File: src/rtl/result_pack_pkg.sv
// Shared types and constants for result_pack_fifo: occupancy-state enum and drop-counter width.
package result_pack_pkg;

  localparam int DROP_CNT_W = 16;

  typedef enum logic [1:0] {
    EMPTY   = 2'd0,
    PARTIAL = 2'd1,
    FULL    = 2'd2
  } occ_state_e;

endpackage

File: src/rtl/rp_mem.sv
// Storage for result_pack_fifo: DEPTH x DW register array, synchronous write, asynchronous read.
module rp_mem #(
  parameter int DW    = 64,
  parameter int DEPTH = 4
) (
  input  logic                     clk_i,
  input  logic                     we_i,
  input  logic [$clog2(DEPTH)-1:0] waddr_i,
  input  logic [DW-1:0]            wdata_i,
  input  logic [$clog2(DEPTH)-1:0] raddr_i,
  output logic [DW-1:0]            rdata_o
);

  logic [DW-1:0] mem_q [DEPTH];

  // Data entries carry no reset; only the pointers decide what is valid.
  always_ff @(posedge clk_i) begin
    if (we_i) begin
      mem_q[waddr_i] <= wdata_i;
    end
  end

  assign rdata_o = mem_q[raddr_i];

endmodule

File: src/rtl/result_pack_fifo.sv
// First-word-fall-through FIFO packing {z,x} result pairs.
// Define RESULT_PACK_STATS_EN to build the saturating overflow-drop counter behind drop_cnt.
module result_pack_fifo
  import result_pack_pkg::*;
#(
  parameter int WIDTH = 32,
  parameter int DEPTH = 4
) (
  input  logic                     Clk,
  input  logic                     Rst,
  input  logic [WIDTH-1:0]         z,
  input  logic [WIDTH-1:0]         x,
  input  logic                     in_valid,
  output logic                     in_ready,
  output logic [2*WIDTH-1:0]       out_data,
  output logic                     out_valid,
  input  logic                     out_ready,
  output logic [$clog2(DEPTH):0]   count,
  output logic [DROP_CNT_W-1:0]    drop_cnt
);

  localparam int AW = $clog2(DEPTH);
  localparam int CW = AW + 1;

  occ_state_e    state_q, state_d;
  logic [AW-1:0] wr_ptr_q, wr_ptr_d;
  logic [AW-1:0] rd_ptr_q, rd_ptr_d;
  logic [CW-1:0] count_q, count_d;
  logic          in_ready_q, in_ready_d;
  logic          out_valid_q, out_valid_d;
  logic          wr_s;
  logic          rd_s;

  assign wr_s = in_valid && in_ready_q;
  assign rd_s = out_valid_q && out_ready;

  rp_mem #(
    .DW    (2*WIDTH),
    .DEPTH (DEPTH)
  ) u_mem (
    .clk_i   (Clk),
    .we_i    (wr_s),
    .waddr_i (wr_ptr_q),
    .wdata_i ({z, x}),
    .raddr_i (rd_ptr_q),
    .rdata_o (out_data)
  );

  // Next-state: occupancy FSM, pointers, count and the handshake flags derived from the new state.
  always_comb begin
    state_d  = state_q;
    wr_ptr_d = wr_ptr_q;
    rd_ptr_d = rd_ptr_q;
    count_d  = count_q;

    if (wr_s) begin
      wr_ptr_d = wr_ptr_q + AW'(1);
    end else begin
      wr_ptr_d = wr_ptr_q;
    end

    if (rd_s) begin
      rd_ptr_d = rd_ptr_q + AW'(1);
    end else begin
      rd_ptr_d = rd_ptr_q;
    end

    case ({wr_s, rd_s})
      2'b10:   count_d = count_q + CW'(1);
      2'b01:   count_d = count_q - CW'(1);
      default: count_d = count_q;
    endcase

    case (state_q)
      EMPTY: begin
        if (wr_s) begin
          state_d = PARTIAL;
        end else begin
          state_d = EMPTY;
        end
      end
      PARTIAL: begin
        if (wr_s && !rd_s && (count_q == CW'(DEPTH - 1))) begin
          state_d = FULL;
        end else if (rd_s && !wr_s && (count_q == CW'(1))) begin
          state_d = EMPTY;
        end else begin
          state_d = PARTIAL;
        end
      end
      FULL: begin
        if (rd_s) begin
          state_d = PARTIAL;
        end else begin
          state_d = FULL;
        end
      end
      default: state_d = EMPTY;
    endcase

    in_ready_d  = (state_d != FULL);
    out_valid_d = (state_d != EMPTY);
  end

  // Control state register; reset drops every entry without touching storage.
  always_ff @(posedge Clk or negedge Rst) begin
    if (!Rst) begin
      state_q     <= EMPTY;
      wr_ptr_q    <= {AW{1'b0}};
      rd_ptr_q    <= {AW{1'b0}};
      count_q     <= {CW{1'b0}};
      in_ready_q  <= 1'b1;
      out_valid_q <= 1'b0;
    end else begin
      state_q     <= state_d;
      wr_ptr_q    <= wr_ptr_d;
      rd_ptr_q    <= rd_ptr_d;
      count_q     <= count_d;
      in_ready_q  <= in_ready_d;
      out_valid_q <= out_valid_d;
    end
  end

  assign in_ready  = in_ready_q;
  assign out_valid = out_valid_q;
  assign count     = count_q;

`ifdef RESULT_PACK_STATS_EN
  logic [DROP_CNT_W-1:0] drop_q, drop_d;

  // Saturating count of cycles where a result was offered but could not be stored.
  always_comb begin
    drop_d = drop_q;
    if (in_valid && !in_ready_q && (drop_q != {DROP_CNT_W{1'b1}})) begin
      drop_d = drop_q + DROP_CNT_W'(1);
    end else begin
      drop_d = drop_q;
    end
  end

  // Drop counter register.
  always_ff @(posedge Clk or negedge Rst) begin
    if (!Rst) begin
      drop_q <= {DROP_CNT_W{1'b0}};
    end else begin
      drop_q <= drop_d;
    end
  end

  assign drop_cnt = drop_q;
`else
  assign drop_cnt = {DROP_CNT_W{1'b0}};
`endif

endmodule
File: config.mk
export PLATFORM = sky130hd
export DESIGN_NAME = result_pack_fifo
export DESIGN_NICKNAME = d
export VERILOG_FILES = /design/src/rtl/result_pack_pkg.sv /design/src/rtl/rp_mem.sv /design/src/rtl/result_pack_fifo.sv
export SDC_FILE = /design/constraint.sdc
export NUM_CORES = 1
export LEC_CHECK = 0
export ABC_CLOCK_PERIOD_IN_PS = 2900
export CAP_MARGIN = 40
export CORE_UTILIZATION = 48
export DETAILED_ROUTE_END_ITERATION = 10
export GPL_ROUTABILITY_DRIVEN = 0
export PLACE_DENSITY = 0.75
export SYNTH_ARGS = -nofsm -noshare
export SYNTH_HDL_FRONTEND = slang
export SYNTH_SLANG_ARGS = --single-unit
File: constraint.sdc
create_clock -name Clk -period 2.9 [get_ports Clk]
set_clock_uncertainty 0.1 [all_clocks]
set_input_delay 0.58 -clock Clk [delete_from_list [all_inputs] [get_ports Clk]]
set_output_delay 0.58 -clock Clk [all_outputs]
set_load 0.02 [all_outputs]
==> results of run 1 <==
power groups by stage:
stage / sequential, W / clock (W) / combinational (W)
2_1_floorplan: 0.00536 / 0 / 0.00285
3_3_place_gp: 0.00538 / 0 / 0.00479
3_5_place_dp: 0.00544 / 0 / 0.00485
4_1_cts: 0.00537 / 0.00347 / 0.00477
5_1_grt: 0.00540 / 0.00362 / 0.00500
6_report: 0.00533 / 0.00342 / 0.00471
worst max-delay path: cells and delay by family (launching register included):
family / cells / cell delay [ps]
buffers and inverters: 4 / 700
flip-flops: 1 / 520
multiplexers: 1 / 420
through the flow:
step / util [%] / power [W] / instances / instance area [µm²] / hold slack [ps]
floorplan: - / 0.00820 / 427 / 10000 / 184
global placement: 58.0 / 0.0102 / 816 / 11800 / 418
detailed placement: 58.0 / 0.0103 / 816 / 11800 / 426
CTS: 62.6 / 0.0136 / 871 / 12700 / 323
global route: 62.6 / 0.0140 / 873 / 12700 / 327
finish: 62.6 / 0.0135 / 873 / 12700 / 314
cells in the final DEF (no fill, tap or decap), types with 7 or more instances in the layout:
cell             instances
buf_12                  12
ha_1                    10
dfrtp_1                  8
clkbuf_16               26
edfxtp_1               256
clkbuf_2                 7
inv_1                    8
conb_1                  16
buf_2                   22
mux4_2                  64
clkdlybuf4s50_1         72
dlygate4sd2_1           30
nand2_1                  7
state kept, by name, indices dropped and copies added (netlist names):
signal,flops
wr_ptr_q,2
count,3
in_ready,1
out_valid,1
u_mem.mem_q,256
rd_ptr_q,2
state_q,2
metal layers:
metal | track usage (%) | vias to the layer above
li1 | - | 2040
met1 | 23.8 | 2401
met2 | 30.9 | 136
met3 | 3.59 | 22
met4 | 4.64 | 0
met5 | 0 | -
worst max path at each step:
stage	from	endpoint	slack, ps	cells past startpoint
after global routing	rd_ptr_q[0]$_DFFE_PN0P_	out_data[27]	0.5	5
after global placement	rd_ptr_q[0]$_DFFE_PN0P_	out_data[0]	270	3
after detailed placement	rd_ptr_q[0]$_DFFE_PN0P_	out_data[2]	270	3
after floorplan	in_ready$_DFF_PN1_	u_mem.mem_q[0][0]$_DFFE_PP_	190	1
after CTS	rd_ptr_q[1]$_DFFE_PN0P_	out_data[54]	-210	3
final	rd_ptr_q[0]$_DFFE_PN0P_	out_data[43]	70	5
logic make-up after synthesis:
| kind of cell | after synthesis |
|---|---|
| simple gates | 16 |
| compound gates | 10 |
| flops | 267 |
| fa+ha+maj | 10 |
| mux | 65 |
| xor+xnor | 5 |
| other cells | 1 |
| buf+inv | 38 |
what timing repair did:
action / CTS / global route
hold buffers: 0 / 0
gates resized for setup: 144 / 12
gates cloned: 4 / 0
setup endpoints to repair: 64 / 14
pin swaps: 0 / 0
setup buffers: 3 / 2
final cells by class:
type | instances | area (µm²) | area share [%]
clock inverters | 13 | 154 | 1.21
repair buffers | 158 | 1640 | 12.9
clock buffers | 35 | 734 | 5.78
multi-input cells | 122 | 1840 | 14.5
inverters | 8 | 30.0 | 0.236
flip-flops and latches | 267 | 7970 | 62.7
well taps | 270 | 338 | 2.66
==> results by group, run 1 <==
Synthesis
  – Synth Warn #: 0
  – Fraction of synthesized cell area in xor and xnor cells: 0.439%
  – Most area-hungry cell type in the Yosys netlist: edfxtp_1
  – Post-synth top flop: edfxtp_1
  – EDFF count, synth: 256
  – Top-area cell type share of the netlist area: 77.0%
  – Post-synthesis simple-gate area fraction: 0.802%
  – Mux share of post-synthesis cell area: 14.5%
  – Syn Area/Cell: 24.2 µm²
  – Number of register bits inferred by synthesis: 267
  – Leading post-synthesis cells by cell area: edfxtp_1 77%, mux4_2 14%, dfrtp_1 2.5%
  – Synth Area in Adders: 1.25%
  – Fraction of synthesis flops using an asynchronous set or reset pin: 4.12%
  – Most instantiated cells after synthesis: 256 x edfxtp_1, 64 x mux4_2, 18 x buf_4
  – Number of standard cells after synthesis: 412
  – Number of different library cells in the post-synthesis netlist: 23
  – Top-count cell post-synth: edfxtp_1
  – Sequential-to-total area share from yosys stat: 79.8%
  – Post-synthesis cell area: 9980 µm²
  – Largest family of logic cells by synthesized area: multiplexers
  – Post-synthesis compound-gate area fraction: 0.589%

Final layout
  – Antenna cells: 0
  – Net total in the final layout: 661
  – Fraction of layout cells with a size suffix above 1: 27.7%
  – Relative area change from synthesis to final layout: 27.3%
  – Filler cell count in the final layout: 1382

Die
  – Die Footprint: 21400 µm²
  – Starting density of the core: 49.2%
  – I/O pin count: 153
  – Die Wd: 146 µm
  – Core region area: 20300 µm²
  – Die height: 146 µm
  – Cell Rows: 52

Timing
  – Tcrit/Tclk final: 97.5%
  – Worst Tran Pin Value: 527 ps
  – Rel. slew slack: 64.7%
  – Setup WS post-layout: 72.4 ps
  – Setup repair after global routing missed its margin: false
  – Count of final hold-check violations: 0
  – Post-layout minimum cycle time: 2830 ps
  – Total of endpoints with negative setup slack in the final report: 0
  – Total negative slack for setup checks: 0 ps
  – Final-report max-slew violation count: 0
  – Fmax: 354 MHz

Setup path
  – Master of the slowest instance on the critical path: dfrtp_4
  – Worst-case register-to-register setup slack: 1080 ps
  – Nature of the critical path startpoint: flop
  – Maximum single-stage delay on the critical path: 520 ps
  – CP Max Fanout: 10
  – Critical R2R Capture: u_mem.mem_q[2][55]$_DFFE_PP_
  – Reg2reg start: wr_ptr_q[0]$_DFFE_PN0P_
  – Cell breakdown of the critical path: buf_6 -> buf_12 -> buf_16 -> mux4_2 -> clkdlybuf4s15_2
  – Required time at the endpoint of the critical path: 2220 ps
  – CP arrival: 2150 ps
  – Worst reg-to-reg path cell count: 4
  – Critical path class: flop to primary output
  – Sort of element at the end of the critical path: primary output

Route
  – Overall via count from detail_route: 4599
  – Iteration-0 DRC count of the detailed router: 310
  – DRC violations left: 0
  – Remaining antenna violation count after routing: 0
  – Total detailed-routing wirelength: 19.0 mm
  – Number of vias per cell: 5.27
  – Number of iterations in the first detailed-routing pass: 4
  – Max layer used: met4
  – Met2 WL post-DR: 9.68 mm
  – Routed len/inst: 21.8 µm
  – Detail Route met3 WL: 1.06 mm
  – Met1 Wirelength: 8.01 mm

GRT
  – GRT Total Usage: 18.0%
  – Vias in the first global route: 4995
  – Largest net degree at the start of global routing: 39
  – Antenna violations before repair: 0
  – Wire length of the first global-routing pass: 28.9 mm
  – Global route total overflow: 0

Clocking
  – Latest clock arrival within the worst-skew pair: 510 ps
  – CTS tree: done
  – Number of clock buffers inserted by TritonCTS: 26
  – Clk root buf: clkbuf_16
  – Clock input transition at the sequential cells of the worst setup and hold paths: 60 ps
  – Clk buf depth: 3
  – Number of sinks handled by clock tree synthesis: 267
  – Maximum level of the CTS H-tree: 1

Hold path
  – Type of the tightest min-delay check: primary input to async pin

Power
  – Clock group share of total power: 25.4%
  – Areal power density over the cells: 1060 nW/µm²
  – Leakage power summed over all cells: 4.36 nW
  – Net switching power: 0.00412 W
  – Max IR drop VDD: 0.000536 V
  – Internal power: 0.00934 W
  – Fraction of power consumed by combinational cells: 35.0%
  – Share of total power in sequential cells: 39.6%
  – Switching share of total power: 30.6%

Status
  – Run status: finished clean

Flow run
  – Count of maximum capacitance violations: 0

Placed design
  – DPL Wire Length: 11.2 mm
  – Placement-stage worst setup slack: 268 ps
  – Number of port buffers: 136
Note: power is estimated with default switching activity, not from simulation.
==> run 2, diff against run 1 <==
--- a/config.mk
+++ b/config.mk
@@ -5,12 +5,13 @@
 export SDC_FILE = /design/constraint.sdc
 export NUM_CORES = 1
 export LEC_CHECK = 0
+export ABC_AREA = 1
 export ABC_CLOCK_PERIOD_IN_PS = 2900
 export CAP_MARGIN = 40
-export CORE_UTILIZATION = 48
+export CORE_UTILIZATION = 49
 export DETAILED_ROUTE_END_ITERATION = 10
 export GPL_ROUTABILITY_DRIVEN = 0
-export PLACE_DENSITY = 0.75
+export PLACE_DENSITY = 0.76
 export SYNTH_ARGS = -nofsm -noshare
 export SYNTH_HDL_FRONTEND = slang
 export SYNTH_SLANG_ARGS = --single-unit
==> run 2 against run 1 <==
  * Critical path type unchanged
  * Global-route usage about the same
  * Setup slack better by 28 ps
  * Die area is 1.6% higher
  * Clock power fell by 9.6%
  * Highest routed layer unchanged
  * Flip-flop and latch count unchanged
==> results by group, run 2 <==
GRT
  – Vias in the first global route: 6125
  – Global route total overflow: 0
  – Wire length of the first global-routing pass: 30.4 mm
  – Antenna violations before repair: 0
  – Largest net degree at the start of global routing: 74
  – GRT Total Usage: 18.0%

Die
  – Starting density of the core: 50.5%
  – Core region area: 20500 µm²
  – Die height: 147 µm
  – Die Footprint: 21700 µm²
  – Cell Rows: 52
  – I/O pin count: 153
  – Die Wd: 147 µm

Flow run
  – Count of maximum capacitance violations: 0

Placed design
  – DPL Wire Length: 10.7 mm
  – Number of port buffers: 136

Setup path
  – Maximum single-stage delay on the critical path: 540 ps
  – Required time at the endpoint of the critical path: 2220 ps
  – Cell family with the largest share of critical-path delay: buffers and inverters
  – Critical path class: flop to primary output
  – Master of the slowest instance on the critical path: dfrtp_4
  – Critical R2R Capture: u_mem.mem_q[3][24]$_DFFE_PP_
  – CP arrival: 2120 ps
  – Sort of element at the end of the critical path: primary output
  – Nature of the critical path startpoint: flop
  – Critical path destination: out_data[25]
  – Reg2reg start: in_ready$_DFF_PN1_
  – Cell breakdown of the critical path: inv_4 -> bufbuf_16 -> o21ai_0 -> o21ai_1 -> dlygate4sd2_1
  – Worst reg-to-reg path cell count: 3
  – Worst-case register-to-register setup slack: 940 ps
  – Buf/Inv on CP: 3
  – Origin of the worst setup path: rd_ptr_q[0]$_DFFE_PN0P_
  – Number of gates on the worst path with buffers counted: 5
  – CP Max Fanout: 40

Route
  – Number of iterations in the first detailed-routing pass: 4
  – Remaining antenna violation count after routing: 0
  – Met1 Wirelength: 8.08 mm
  – Number of vias per cell: 5.19
  – Total detailed-routing wirelength: 19.7 mm
  – Iteration-0 DRC count of the detailed router: 305
  – Overall via count from detail_route: 6232
  – Met2 WL post-DR: 10.1 mm
  – Max layer used: met4
  – DRC violations left: 0
  – Detail Route met3 WL: 1.21 mm
  – Routed len/inst: 16.4 µm

Final layout
  – Number of flip-flops in the largest register: 256
  – Top register by number of flip-flops: u_mem.mem_q
  – Commonest cells after routing, fill and taps aside: 256 x edfxtp_1, 200 x nor2_1, 126 x o21ai_0
  – Relative area change from synthesis to final layout: 24.0%
  – Filler cell count in the final layout: 1535
  – Commonest non-fill, non-tap cell in the layout: edfxtp_1
  – Total area of multi-input combinational cells: 2070 µm²
  – Sequential standard cell area: 7970 µm²
  – Antenna cells: 0
  – Net total in the final layout: 992
  – Fraction of layout cells with a size suffix above 1: 7.20%

Clocking
  – Clk root buf: clkbuf_16
  – Number of clock buffers inserted by TritonCTS: 26
  – Latest clock arrival within the worst-skew pair: 510 ps
  – CTS tree: done
  – Maximum level of the CTS H-tree: 1
  – Number of sinks handled by clock tree synthesis: 267
  – Clk buf depth: 3
  – Postcts setup bufs: 0
  – Clock input transition at the sequential cells of the worst setup and hold paths: 60 ps

Synthesis
  – Synth Warn #: 0
  – Syn Area/Cell: 13.3 µm²
  – Post-synthesis cell area: 10400 µm²
  – Most area-hungry cell type in the Yosys netlist: edfxtp_1
  – Leading post-synthesis cells by cell area: edfxtp_1 74%, nor2_1 7.4%, o21ai_0 6.2%
  – EDFF count, synth: 256
  – Number of standard cells after synthesis: 777
  – Fraction of synthesis flops using an asynchronous set or reset pin: 4.12%
  – Number of register bits inferred by synthesis: 267
  – Top-area cell type share of the netlist area: 74.2%
  – Sequential-to-total area share from yosys stat: 76.9%
  – Post-synth top flop: edfxtp_1
  – Most instantiated cells after synthesis: 256 x edfxtp_1, 204 x nor2_1, 128 x o21ai_0
  – Top-count cell post-synth: edfxtp_1
  – Number of different library cells in the post-synthesis netlist: 20

Status
  – Run status: finished clean

Timing
  – Final-report max-slew violation count: 0
  – Tcrit/Tclk final: 96.5%
  – Post-layout minimum cycle time: 2800 ps
  – Worst hold slack: 324 ps
  – Rel. slew slack: 62.6%
  – Worst Tran Pin Value: 560 ps
  – Fmax: 357 MHz
  – Total of endpoints with negative setup slack in the final report: 0
  – Count of final hold-check violations: 0
  – Total negative slack for setup checks: 0 ps
  – Setup repair after global routing missed its margin: false

Power
  – Clock group share of total power: 22.6%
  – Max IR drop VDD: 0.000758 V
  – Areal power density over the cells: 1060 nW/µm²
  – Fraction of power consumed by combinational cells: 38.8%
  – Internal power: 0.00875 W
  – Leakage power summed over all cells: 4.53 nW
  – Share of total power in sequential cells: 38.5%
  – Net switching power: 0.00489 W
  – Switching share of total power: 35.8%
  – Total chip power: 0.0136 W

Hold path
  – Type of the tightest min-delay check: primary input to async pin
## run 2: cell count changes after synthesis, moves of 4 or more
cell	change
and3_1	-4
buf_2	+11
buf_4	+4
clkbuf_1	+16
inv_1	+10
mux4_2	-64
nand2_1	+7
nor2_1	+202
o21ai_0	+125
o21ai_1	+67
## run 2: final cells by class
| cell class | instances | share of cell area, % |
|---|---|---|
| timing repair buffer | 152 | 12.5 |
| sequential | 267 | 62.0 |
| clock buffer | 38 | 5.66 |
| multi-input combinational | 448 | 16.1 |
| clock inverter | 7 | 0.468 |
| tap | 270 | 2.63 |
| inverter | 19 | 0.585 |
## run 2: logic make-up after synthesis
logic type | Yosys count | share of synthesized area, %
compound gates | 195 | 9.42
buf+inv | 77 | 3.94
fa+ha+maj | 10 | 1.21
other cells | 1 | 0.0362
flops | 267 | 76.9
xor+xnor | 4 | 0.338
simple gates | 223 | 8.18
## run 2: through the flow
step / instance area [µm²] / util, % / std cells / setup WS (ps)
global route: 12800 / 62.7 / 1201 / 1.49
floorplan: 10400 / - / 792 / -115
global placement: 12100 / 58.9 / 1154 / 337
CTS: 12800 / 62.6 / 1200 / -179
detailed placement: 12100 / 58.9 / 1154 / 344
finish: 12800 / 62.7 / 1201 / 101
## run 2: power by group through the flow
stage                     Sequential (W)  Clock [W]  Combinational [W]
after floorplan                  0.00534          0            0.00324
after global placement           0.00529          0            0.00558
after detailed placement         0.00532          0            0.00567
after CTS                        0.00524    0.00315            0.00533
after global routing             0.00531    0.00329            0.00581
final                            0.00525    0.00309            0.00529
## run 2: layer usage
layer  GRT usage (%)  vias up
li1                -     3009
met4            4.74        0
met2            33.0      181
met5               0        -
met3            4.20       27
met1            21.3     3015
## run 2: what timing repair did
item | in CTS | in global routing
hold buffers | 0 | 0
gates cloned | 1 | 1
setup endpoints to repair | 64 | 16
resized for setup | 62 | 36
## run 2: worst min path at each step
stage | from | end | cells after the start | slack [ps]
finish | Rst | count[2]$_DFFE_PN0P_ | 1 | 320
global route | Rst | count[2]$_DFFE_PN0P_ | 1 | 340
CTS | Rst | count[2]$_DFFE_PN0P_ | 1 | 320
detailed placement | rd_ptr_q[1]$_DFFE_PN0P_ | rd_ptr_q[1]$_DFFE_PN0P_ | 1 | 380
global placement | rd_ptr_q[1]$_DFFE_PN0P_ | rd_ptr_q[1]$_DFFE_PN0P_ | 1 | 380
floorplan | Rst | count[0]$_DFFE_PN0P_ | 0 | 180
